File: src/rtl/param_alu_unit.sv
// -----------------------------------------------------------------------------
// param_alu_unit
//
// Parametrised ALU with valid/ready handshakes on both sides. ADD, SUB and
// divide-by-zero complete in one cycle. MUL (shift-add) and DIV (restoring,
// quotient MSB first) run one iteration per cycle for WIDTH cycles.
//
// Ports
//   clock      system clock, rising edge
//   reset      asynchronous, active-low reset
//   in_valid   operands/mode presented
//   in_ready   unit is idle and can accept an operation
//   value1     operand A (unsigned)
//   value2     operand B (unsigned)
//   mode       00=ADD, 01=SUB, 10=MUL, 11=DIV
//   out_valid  result/correct are valid
//   out_ready  consumer accepts the result
//   result     ADD/SUB/MUL: arithmetic result; DIV: {remainder, quotient}
//   correct    1 = result exact / legal (SUB without borrow, DIV with B!=0)
//   busy       an operation is in flight
// -----------------------------------------------------------------------------
module param_alu_unit #(
  parameter int WIDTH     = 16,
  parameter int RES_WIDTH = 2 * WIDTH,
  parameter int CNT_WIDTH = $clog2(WIDTH + 1)
) (
  input  logic                 clock,
  input  logic                 reset,
  input  logic                 in_valid,
  output logic                 in_ready,
  input  logic [WIDTH-1:0]     value1,
  input  logic [WIDTH-1:0]     value2,
  input  logic [1:0]           mode,
  output logic                 out_valid,
  input  logic                 out_ready,
  output logic [RES_WIDTH-1:0] result,
  output logic                 correct,
  output logic                 busy
);

  localparam logic [1:0] ST_IDLE = 2'd0;
  localparam logic [1:0] ST_BUSY = 2'd1;
  localparam logic [1:0] ST_DONE = 2'd2;

  localparam logic [1:0] MODE_ADD = 2'b00;
  localparam logic [1:0] MODE_SUB = 2'b01;
  localparam logic [1:0] MODE_MUL = 2'b10;
  localparam logic [1:0] MODE_DIV = 2'b11;

  localparam logic [CNT_WIDTH-1:0] LAST_ITER = CNT_WIDTH'(WIDTH - 1);

  logic [1:0]           state;
  logic [CNT_WIDTH-1:0] cnt;
  logic                 is_div;

  // Multiplier datapath: accumulator, left-shifting multiplicand and
  // right-shifting multiplier whose LSB selects each partial product.
  logic [RES_WIDTH-1:0] acc;
  logic [RES_WIDTH-1:0] mcand;
  logic [WIDTH-1:0]     mplier;

  // Divider datapath: partial remainder, and a register that starts as the
  // dividend and fills with quotient bits from the right as it shifts left.
  logic [WIDTH-1:0]     divisor;
  logic [WIDTH-1:0]     rem;
  logic [WIDTH-1:0]     quo;

  logic [RES_WIDTH-1:0] a_ext;
  logic [RES_WIDTH-1:0] b_ext;
  logic [RES_WIDTH-1:0] fast_result;
  logic                 fast_correct;
  logic                 go_long;

  logic [RES_WIDTH-1:0] mul_acc_next;
  logic [WIDTH:0]       div_shift;
  logic [WIDTH:0]       div_trial;
  logic                 div_fits;
  logic [WIDTH-1:0]     div_rem_next;
  logic [WIDTH-1:0]     div_quo_next;

  assign in_ready  = (state == ST_IDLE);
  assign busy      = (state != ST_IDLE);
  assign out_valid = (state == ST_DONE);

  assign a_ext = {{(RES_WIDTH - WIDTH){1'b0}}, value1};
  assign b_ext = {{(RES_WIDTH - WIDTH){1'b0}}, value2};

  assign go_long = (mode == MODE_MUL) || ((mode == MODE_DIV) && (value2 != '0));

  // Single-cycle results, taken straight from the input operands at accept.
  always_comb begin
    // NOTE: every output of a combinational block gets a default first so no
    // path through the case leaves it unassigned and infers a latch.
    fast_result  = '0;
    fast_correct = 1'b0;
    case (mode)
      MODE_ADD: begin
        fast_result  = a_ext + b_ext;
        fast_correct = 1'b1;
      end
      MODE_SUB: begin
        fast_result  = a_ext - b_ext;
        fast_correct = (value1 >= value2);
      end
      MODE_DIV: begin
        fast_result  = '1;
        fast_correct = 1'b0;
      end
      default: ;
    endcase
  end

  // One iteration of each iterative datapath.
  always_comb begin
    mul_acc_next = mplier[0] ? (acc + mcand) : acc;

    // Bring the next dividend bit into the partial remainder and try to
    // subtract the divisor; a clear sign bit means the subtraction fits.
    // The shifted remainder is below 2*divisor, so a fitting trial always
    // fits back into WIDTH bits.
    div_shift    = {rem, quo[WIDTH-1]};
    div_trial    = div_shift - {1'b0, divisor};
    div_fits     = ~div_trial[WIDTH];
    div_rem_next = div_fits ? div_trial[WIDTH-1:0] : div_shift[WIDTH-1:0];
    div_quo_next = {quo[WIDTH-2:0], div_fits};
  end

  always_ff @(posedge clock or negedge reset) begin
    if (!reset) begin
      // NOTE: sequential state uses non-blocking assignments so every register
      // samples pre-edge values regardless of statement order.
      state   <= ST_IDLE;
      cnt     <= '0;
      is_div  <= 1'b0;
      acc     <= '0;
      mcand   <= '0;
      mplier  <= '0;
      divisor <= '0;
      rem     <= '0;
      quo     <= '0;
      result  <= '0;
      correct <= 1'b0;
    end else begin
      case (state)
        ST_IDLE: begin
          if (in_valid) begin
            if (go_long) begin
              cnt   <= '0;
              state <= ST_BUSY;
              if (mode == MODE_MUL) begin
                is_div <= 1'b0;
                acc    <= '0;
                mcand  <= a_ext;
                mplier <= value2;
              end else begin
                is_div  <= 1'b1;
                rem     <= '0;
                quo     <= value1;
                divisor <= value2;
              end
            end else begin
              result  <= fast_result;
              correct <= fast_correct;
              state   <= ST_DONE;
            end
          end
        end

        ST_BUSY: begin
          if (is_div) begin
            rem <= div_rem_next;
            quo <= div_quo_next;
          end else begin
            acc    <= mul_acc_next;
            mcand  <= {mcand[RES_WIDTH-2:0], 1'b0};
            mplier <= {1'b0, mplier[WIDTH-1:1]};
          end

          // The final iteration publishes its own next-state values directly,
          // so DONE follows the WIDTH-th iteration with no extra cycle.
          if (cnt == LAST_ITER) begin
            result  <= is_div ? {div_rem_next, div_quo_next} : mul_acc_next;
            correct <= 1'b1;
            state   <= ST_DONE;
          end else begin
            cnt <= cnt + CNT_WIDTH'(1);
          end
        end

        ST_DONE: begin
          if (out_ready) begin
            state <= ST_IDLE;
          end
        end

        default: state <= ST_IDLE;
      endcase
    end
  end

endmodule
File: config.mk
export PLATFORM = sky130hd
export DESIGN_NAME = param_alu_unit
export DESIGN_NICKNAME = d
export VERILOG_FILES = /design/src/rtl/param_alu_unit.sv
export SDC_FILE = /design/constraint.sdc
export NUM_CORES = 1
export LEC_CHECK = 0
export CORE_UTILIZATION = 53
export DETAILED_ROUTE_END_ITERATION = 7
export PLACE_DENSITY = 0.73
export SKIP_LAST_GASP = 1
export SYNTH_ARGS = -nofsm -noshare
export SYNTH_HDL_FRONTEND = slang
export SYNTH_SLANG_ARGS = --single-unit
File: constraint.sdc
create_clock -name clock -period 4.41 [get_ports clock]
set_clock_uncertainty 0.15 [all_clocks]
set_input_delay 0.882 -clock clock [delete_from_list [all_inputs] [get_ports clock]]
set_output_delay 0.882 -clock clock [all_outputs]
set_load 0.1 [all_outputs]
==> After elaboration in Yosys (flattened, before gate mapping) <==
Index checks and enable logic that the tools add are counted.
{ "word_totals": {"reg_bits": 169, "in_bits": 38, "wordCells": 97} }
{ "classes": {"addsub": 5, "order_cmp": 1, "eq_ne": 16, "muxes": 48, "n_bitwise": 2, "reduce_logical": 14} }
{ "ops": {"columns": ["op", "count"], "rows": [
  ["two-way mux 32 bit", 13],
  ["two-way mux 16 bit", 13],
  ["one-hot mux 32 bit (2 select lines)", 3],
  ["one-hot mux 16 bit (2 select lines)", 3],
  ["one-hot mux 32 bit (3 select lines)", 1],
  ["adder 32 bit", 1],
  ["adder 16 x 16 -> 17 bit", 1],
  ["subtractor 16 x 16 -> 17 bit", 1],
  ["subtractor 17 x 16 -> 17 bit", 1],
  [">= comparator 16 bit", 1],
  ["nonzero test 16 bit", 1],
  ["two-way mux 5 bit", 3],
  ["inequality test 2 bit (second input constant)", 7],
  ["AND reduction 4 bit", 3],
  ["one-hot mux 5 bit (2 select lines)", 1],
  ["AND reduction 5 bit", 2],
  ["two-way mux 2 bit", 4],
  ["equality test 2 bit (second input constant)", 3],
  ["inequality test 2 x 1 -> 1 bit (second input constant)", 3],
  ["one-hot mux 2 bit (3 select lines)", 1],
  ["AND reduction 3 bit", 2],
  ["adder 5 x 1 -> 5 bit (second input constant)", 1],
  ["equality test 5 x 4 -> 1 bit (second input constant)", 1],
  ["equality test 2 x 1 -> 1 bit (second input constant)", 2],
  ["other kinds (7)", 14]
]} }

==> Depth between registers and ports, before layout <==
Gate-level depths: netlist of run 1.
{ "depth": {"depth_word": 6, "depth_mapped": 14, "depth_no_buf": 13} }

==> Worst setup path before layout of run 1 <==
No wires, ideal clock.
{ "synth_timing": {"path_type": "flip-flop to output port", "startpoint": "register state[0]", "endpoint": "output port busy", "arrival_time_ps": 2733, "required_ps": 3378, "setup_slack_ps": 645, "stages_incl_launch_ff": 3, "cell_sequence": "dfrtp_1 -> nor2_1 -> inv_1"} }
{ "synth_between": {"elab_chain_cells": 1} }
{ "synth_lines": {"columns": ["item", "line_no", "source"], "rows": [
  ["start: declaration", "52", "logic [1:0] state;"],
  ["start signal: assignment", "132", "state <= ST_IDLE;"],
  ["start signal: assignment", "149", "state <= ST_BUSY;"],
  ["start signal: assignment", "164", "state <= ST_DONE;"],
  ["nonzero test 2 bit", "82", "assign busy = (state != ST_IDLE);"],
  ["end: declaration", "38", "output logic busy"]
]} }
Every way passes these cells.

==> Final worst setup path of run 1 <==
{ "layout_timing": {"startpoint": "register divisor[0]", "endpoint": "register result[31]"} }
{ "layout_between": {"elab_chain_cells": 5} }
{ "layout_lines": {"columns": ["item", "line_no", "source"], "rows": [
  ["start: declaration", "64", "logic [WIDTH-1:0] divisor;"],
  ["start signal: assignment", "159", "divisor <= value2;"],
  ["subtractor 17 x 16 -> 17 bit", "122", "div_trial = div_shift - {1'b0, divisor};"],
  ["two-way mux 16 bit", "124", "div_rem_next = div_fits ? div_trial[WIDTH-1:0] : div_shift[WIDTH-1:0];"],
  ["two-way mux 32 bit", "182", "result <= is_div ? {div_rem_next, div_quo_next} : mul_acc_next;"],
  ["two-way mux 32 bit", "181", "if (cnt == LAST_ITER) begin"],
  ["one-hot mux 32 bit (2 select lines)", "144", "case (state)"],
  ["end signal: assignment", "162", "result <= fast_result;"],
  ["end signal: assignment", "182", null],
  ["end: declaration", "36", "output logic [RES_WIDTH-1:0] result,"]
]} }
Every way passes these cells. The select of a mux whose other input is x is not followed.
A chain may end at the register's enable or synchronous reset.

==> impl_results.md, run 1 <==
* Status: finished clean
* CTS H-tree lvls at 4
* Worst-Skew Late Latency at 440 ps
* Actual slew at the worst max-slew pin at 1020 ps
* Post-synth net total at 1,493
* Die area at 0.0224 mm2
* Most common cell after layout, fill and taps aside: nand2_1
* Post-Synthesis Cells at 1,370
* Synth unique cells at 73
* Number of CTS-inserted buffers at 17
* Placed cells at 1,671
* Syn-to-layout area delta at 13.9%
* Most frequent cells in the layout: 177 x nand2_1, 169 x dfrtp_1, 132 x o21ai_0
* Critical Path Start Type: flip-flop
* Slew headroom at 0.318
* R2r setup slk at 660 ps
* Post-CTS Setup Bufs at 0
* Iter 0 DRT Violations at 610
* Port bufs at 73
* Clock buffer depth at 2
* Vias/cell at 6.17
* WL final at 34,500 um
* Post-CTS sizing at 0
* Ys async rst share at 1.00
* Initial Util at 0.546
* First-pass GRT wire length at 54,400 um
* Pins over their slew limit at 0
* N_diodes at 0
* Worst EP required at 4580 ps
* Core area at 0.0212 mm2
* Number of synthesized flops with an enable pin at 0
* Cell Area, Synth at 0.0116 mm2
* Initial antenna violation count at 0
* GR Overflow Total at 0
* Worst setup path category: reg2reg
* Post-CTS Hold Buffers at 0
* Arrival @ worst endpoint at 3930 ps
* Final worst path period share at 0.851
* Vias in the first global route at 9,867
* Lkg Pwr at 6.08 nW
* RD Place Congestion at 0.954
* Post-synthesis register bit count at 169
* Synth Warn # at 0
* RSZ-0062 raised after global routing: no
* First-pass iteration count of the detailed router at 7
* Drt wl/cell at 20.3 um
* Top Ports at 74
* # setup viols final at 0
* Layout cells sized above 1 at 0.0596
* Avg Inst Size Synth at 8.45 um2
* Fill count at 1,890
* Via count at 10,500
* Root Buffer: clkbuf_16
* Crit end category: flip-flop
* Die height at 150 um
* Setup TNS at 0 ps
* Worst min path class: in2async
* Clk sinks at 169
* Width of the die at 150 um
* Largest net degree at the start of global routing at 80
* Row count at 53
* Non-Filler Instances at 1,702
* DP HPWL at 25,500 um
* Design Power at 10.5 mW
* Main synth FF type: dfrtp_1
* Clock-pin slew on the worst setup and hold paths at 80 ps
* Sequential area share after synthesis at 0.365
* DRC errors left at 0
* Maxcap violations at 0
* Crit-path max FO at 21
* CTS tree: yes
* Total track usage at 0.319
* Post-route ant nets at 0
* FMAX at 267 MHz
* Fin nets at 1,538
* Final worst path period need at 3750 ps
* PwrDens at 798 mW/mm2
* Final hold vios at 0
* VDD IR-drop max at 0.648 mV
==> report_power, final <==
| group | switching, mW | total (mW) | leakage, nW | internal, mW |
|---|---|---|---|---|
| clock network | 0.695 | 1.57 | 0.288 | 0.870 |
| logic | 4.06 | 6.17 | 3.65 | 2.12 |
| registers | 0.589 | 2.78 | 2.15 | 2.19 |
| total | 5.34 | 10.5 | 6.08 | 5.18 |
==> flip-flops by register name (all words and copies together) (netlist names) <==
name and flops:
acc 32, cnt 5, correct 1, divisor 16, is_div 1, mcand 32
mplier 16, quo 16, rem 16, result 32, state 2
==> cells in the mapped netlist (26+ instances only) <==
cell type    n  area [um2]
ha_1        81        1010
xnor2_1     42         368
clkbuf_1    53         199
mux2i_1     26         260
inv_1       67         251
nand3_1     26         130
nand2_1    177         664
dfrtp_1    169        4230
a21o_1      46         345
o21ai_0    132         661
a21oi_1    130         651
nor2_1     105         394
==> path summary, 6_finish.rpt <==
path	start	to	depth (start not counted)
max	divisor[0]	result[31]	13
min	reset	rem[13]	1
max reg2reg	divisor[0]	result[31]	13
min reg2reg	divisor[13]	divisor[13]	2
max in group asynchronous	reset	result[8]	2
min in group clock	divisor[13]	divisor[13]	2
==> routing by layer <==
layer | vias to the layer above | track usage | routed length (um)
li1 | 5006 | - | -
met1 | 5065 | 0.417 | 15000
met2 | 375 | 0.534 | 16600
met3 | 58 | 0.0439 | 1780
met4 | 0 | 0.123 | 1110
met5 | - | 0 | 0
==> stage by stage <==
stage	setup WS [ps]	instance area [um2]	hold slack [ps]	utilization
detailed placement	250	12600	315	0.594
global route	388	13200	357	0.622
finish	658	13200	311	0.622
global placement	274	12600	313	0.594
CTS	652	13200	335	0.622
floorplan	645	11600	299	-
==> logic make-up after synthesis <==
logic type | after synthesis | synth area share
compound gates | 469 | 0.258
flops | 169 | 0.365
fa+ha+maj | 85 | 0.0945
buf+inv | 143 | 0.0491
mux | 33 | 0.0293
xor+xnor | 51 | 0.0392
simple gates | 420 | 0.164
==> layout make-up <==
class / count / area [um2] / share of cell area
sequential: 169 / 4230 / 0.321
clock inverter: 12 / 140 / 0.0106
timing repair buffer: 100 / 960 / 0.0728
inverter: 69 / 259 / 0.0196
tap: 275 / 344 / 0.0261
clock buffer: 19 / 453 / 0.0343
multi-input combinational: 1058 / 6810 / 0.516
==> worst max-delay path: stages (launching register included) <==
cell,delay (ps)
dfrtp_1,420
ha_1,200
inv_1,60
fa_1,420
a21o_1,200
a41o_1,290
nor4_2,260
or4_4,200
o21ai_2,60
xor2_2,120
buf_4,330
mux2i_1,450
o21ai_0,150
a211o_1,310
Power figures use the tool's default switching activity.
==> inputs of run 2 (changes only) <==
--- a/config.mk
+++ b/config.mk
@@ -6,6 +6,7 @@
 export NUM_CORES = 1
 export LEC_CHECK = 0
 export CORE_UTILIZATION = 53
+export CTS_CLUSTER_DIAMETER = 200
 export DETAILED_ROUTE_END_ITERATION = 7
 export PLACE_DENSITY = 0.73
 export SKIP_LAST_GASP = 1
==> results of run 2 <==
Final layout, timing and power as in run 1 (identical DEF).
==> inputs of run 3 (changes only) <==
--- a/config.mk
+++ b/config.mk
@@ -6,6 +6,7 @@
 export NUM_CORES = 1
 export LEC_CHECK = 0
 export CORE_UTILIZATION = 53
+export CTS_BUF_LIST = sky130_fd_sc_hd__clkbuf_8
 export CTS_CLUSTER_DIAMETER = 200
 export DETAILED_ROUTE_END_ITERATION = 7
 export PLACE_DENSITY = 0.73
==> constraint.sdc (replaced) <==
create_clock -name clock -period 4.7 [get_ports clock]
set_clock_uncertainty 0.15 [all_clocks]
set_input_delay 0.94 -clock clock [delete_from_list [all_inputs] [get_ports clock]]
set_output_delay 0.94 -clock clock [all_outputs]
set_load 0.1 [all_outputs]
==> run 3 against run 2 <==
Effect of this change: cell count increased by 0.12%; global-route usage decreased by 0.86 points; clock power decreased by 38%; combinational power decreased by 6.6%; count of clock-buffer cells in the layout unchanged.
==> impl_results.md, run 3 (synthesis results as in run 1) <==
* Status: finished clean
* Placed cells at 1,672
* Post-route ant nets at 0
* Number of CTS-inserted buffers at 17
* Maxcap violations at 0
* DP HPWL at 25,500 um
* Initial antenna violation count at 0
* GR Overflow Total at 0
* Pins over their slew limit at 0
* Initial Util at 0.546
* Crit-path cells: inv_1 > ha_1 > inv_1 > fa_1 > a21o_1 > a41o_1 > nor4_2 > or4_4 > o21ai_2 > xor2_2 > buf_4 > mux2i_1 > nor2_1 > o32a_1
* Fin nets at 1,539
* RD Place Congestion at 0.946
* Final worst path period share at 0.810
* Setup TNS at 0 ps
* Post-CTS sizing at 0
* Vias in the first global route at 9,966
* Root Buffer: clkbuf_8
* Dpl ws at 504 ps
* Post-CTS Hold Buffers at 0
* # setup viols final at 0
* Clock buffer depth at 2
* Worst-Skew Late Latency at 470 ps
* Worst setup path category: reg2reg
* N_diodes at 0
* Core area at 0.0212 mm2
* Crit-path slowest cell: fa_1
* R2r setup slk at 900 ps
* CP top delay family: compound AO/OA/AOI/OAI gates
* DRC errors left at 0
* Fin Hold WS at 341 ps
* Cell mode on critical path: inv_1
* Top Ports at 74
* Number of buffers and inverters on the critical path at 3
* VDD IR-drop max at 0.625 mV
* Drt wl/cell at 19.7 um
* Max stage delay on crit path at 410 ps
* Worst min path class: reg2reg
* Post-CTS Setup Bufs at 0
* First-pass iteration count of the detailed router at 6
* Final hold vios at 0
* Critical Path Start Type: flip-flop
* Die height at 150 um
* Largest net degree at the start of global routing at 79
* Width of the die at 150 um
* Worst Setup SP: quo[15]
* Via count at 10,500
* CTS tree: yes
* Vias/cell at 6.14
* Actual slew at the worst max-slew pin at 1020 ps
* Row count at 53
* RSZ-0062 raised after global routing: no
* Arrival @ worst endpoint at 4010 ps
* PwrDens at 721 mW/mm2
* First-pass GRT wire length at 53,300 um
* Lkg Pwr at 5.96 nW
* Critical path depth at 14
* Total track usage at 0.311
* RR Endpoint: result[25]
* Die area at 0.0224 mm2
* Worst reg2reg path depth at 14
* Worst setup margin at 895 ps
* Crit Reg-Reg Startpoint: quo[15]
* Slew headroom at 0.320
* Clk sinks at 169
* Crit end category: flip-flop
* Largest registers: acc: 32 flops, mcand: 32 flops, result: 32 flops
* Crit-path max FO at 16
* Final core occ at 0.610
* Port bufs at 73
* Most frequent cells in the layout: 177 x nand2_1, 169 x dfrtp_1, 132 x o21ai_0
* Syn-to-layout area delta at 11.8%
* Layout cells sized above 1 at 0.0595
* Most common cell after layout, fill and taps aside: nand2_1
* Clock-pin slew on the worst setup and hold paths at 100 ps
* Final worst path period need at 3800 ps
* CTS H-tree lvls at 4
* WL final at 33,500 um
* FMAX at 263 MHz
* Non-Filler Instances at 1,704
* Iter 0 DRT Violations at 678
* Worst Setup EP: result[25]
* Worst EP required at 4900 ps
[run 3: cell types whose count changed in the layout (fill, tap and decap cells not counted), moves of 2 or more]
cell | before | now
clkinv_4 | 3 | 0
clkbuf_16 | 17 | 0
clkinvlp_4 | 2 | 6
inv_1 | 67 | 69
clkbuf_8 | 2 | 19
bufinv_16 | 2 | 0
buf_4 | 25 | 27
[run 3: routing by layer]
| metal | part of all wire | wire length, um | track usage | vias to the layer above |
|---|---|---|---|---|
| met2 | 0.48 | 16100 | 0.517 | 318 |
| met3 | 0.047 | 1560 | 0.0399 | 61 |
| met4 | 0.027 | 908 | 0.111 | 0 |
| met1 | 0.45 | 15000 | 0.414 | 5079 |
| met5 | 0 | 0 | 0 | - |
| li1 | - | - | - | 4998 |
[run 3: layout make-up]
cell class                 count  area, um2
fill                        1953       8270
multi-input combinational   1058       6810
sequential                   169       4230
timing repair buffer         101        955
tap                          275        344
clock buffer                  19        262
inverter                      69        259
clock inverter                13       95.1
[run 3: where the power goes]
part           internal [mW]  total, mW  switching (mW)
registers               2.06       2.60           0.541
clock network          0.397      0.973           0.576
logic                   1.98       5.76            3.78
total                   4.43       9.33            4.90
[run 3: how the worst min path moves through the flow]
stage                start  slack (ps)  cells past startpoint           to
2_1_floorplan   mplier[15]         300                      2   mplier[15]
3_3_place_gp   divisor[11]         310                      2  divisor[11]
3_5_place_dp     result[1]         320                      2    result[1]
4_1_cts        divisor[11]         350                      2  divisor[11]
5_1_grt          mplier[2]         370                      2    mplier[2]
6_report       divisor[11]         340                      2  divisor[11]
[run 3: stage by stage]
step	total power, mW	instance area [um2]
2_1_floorplan	6.86	11600
3_3_place_gp	8.21	12600
3_5_place_dp	8.33	12600
4_1_cts	9.32	12900
5_1_grt	9.98	12900
6_report	9.33	12900
[run 3: worst register-to-register path, delay by kind of cell, from the launching register on]
family | cells | cell delay (ps)
XOR/XNOR | 1 | 370
flip-flops | 1 | 380
AO/OA/AOI/OAI | 4 | 940
adder cells (fa/ha/maj) | 2 | 580
buffers and inverters | 3 | 480
AND/OR/NAND/NOR | 3 | 550
multiplexers | 1 | 250
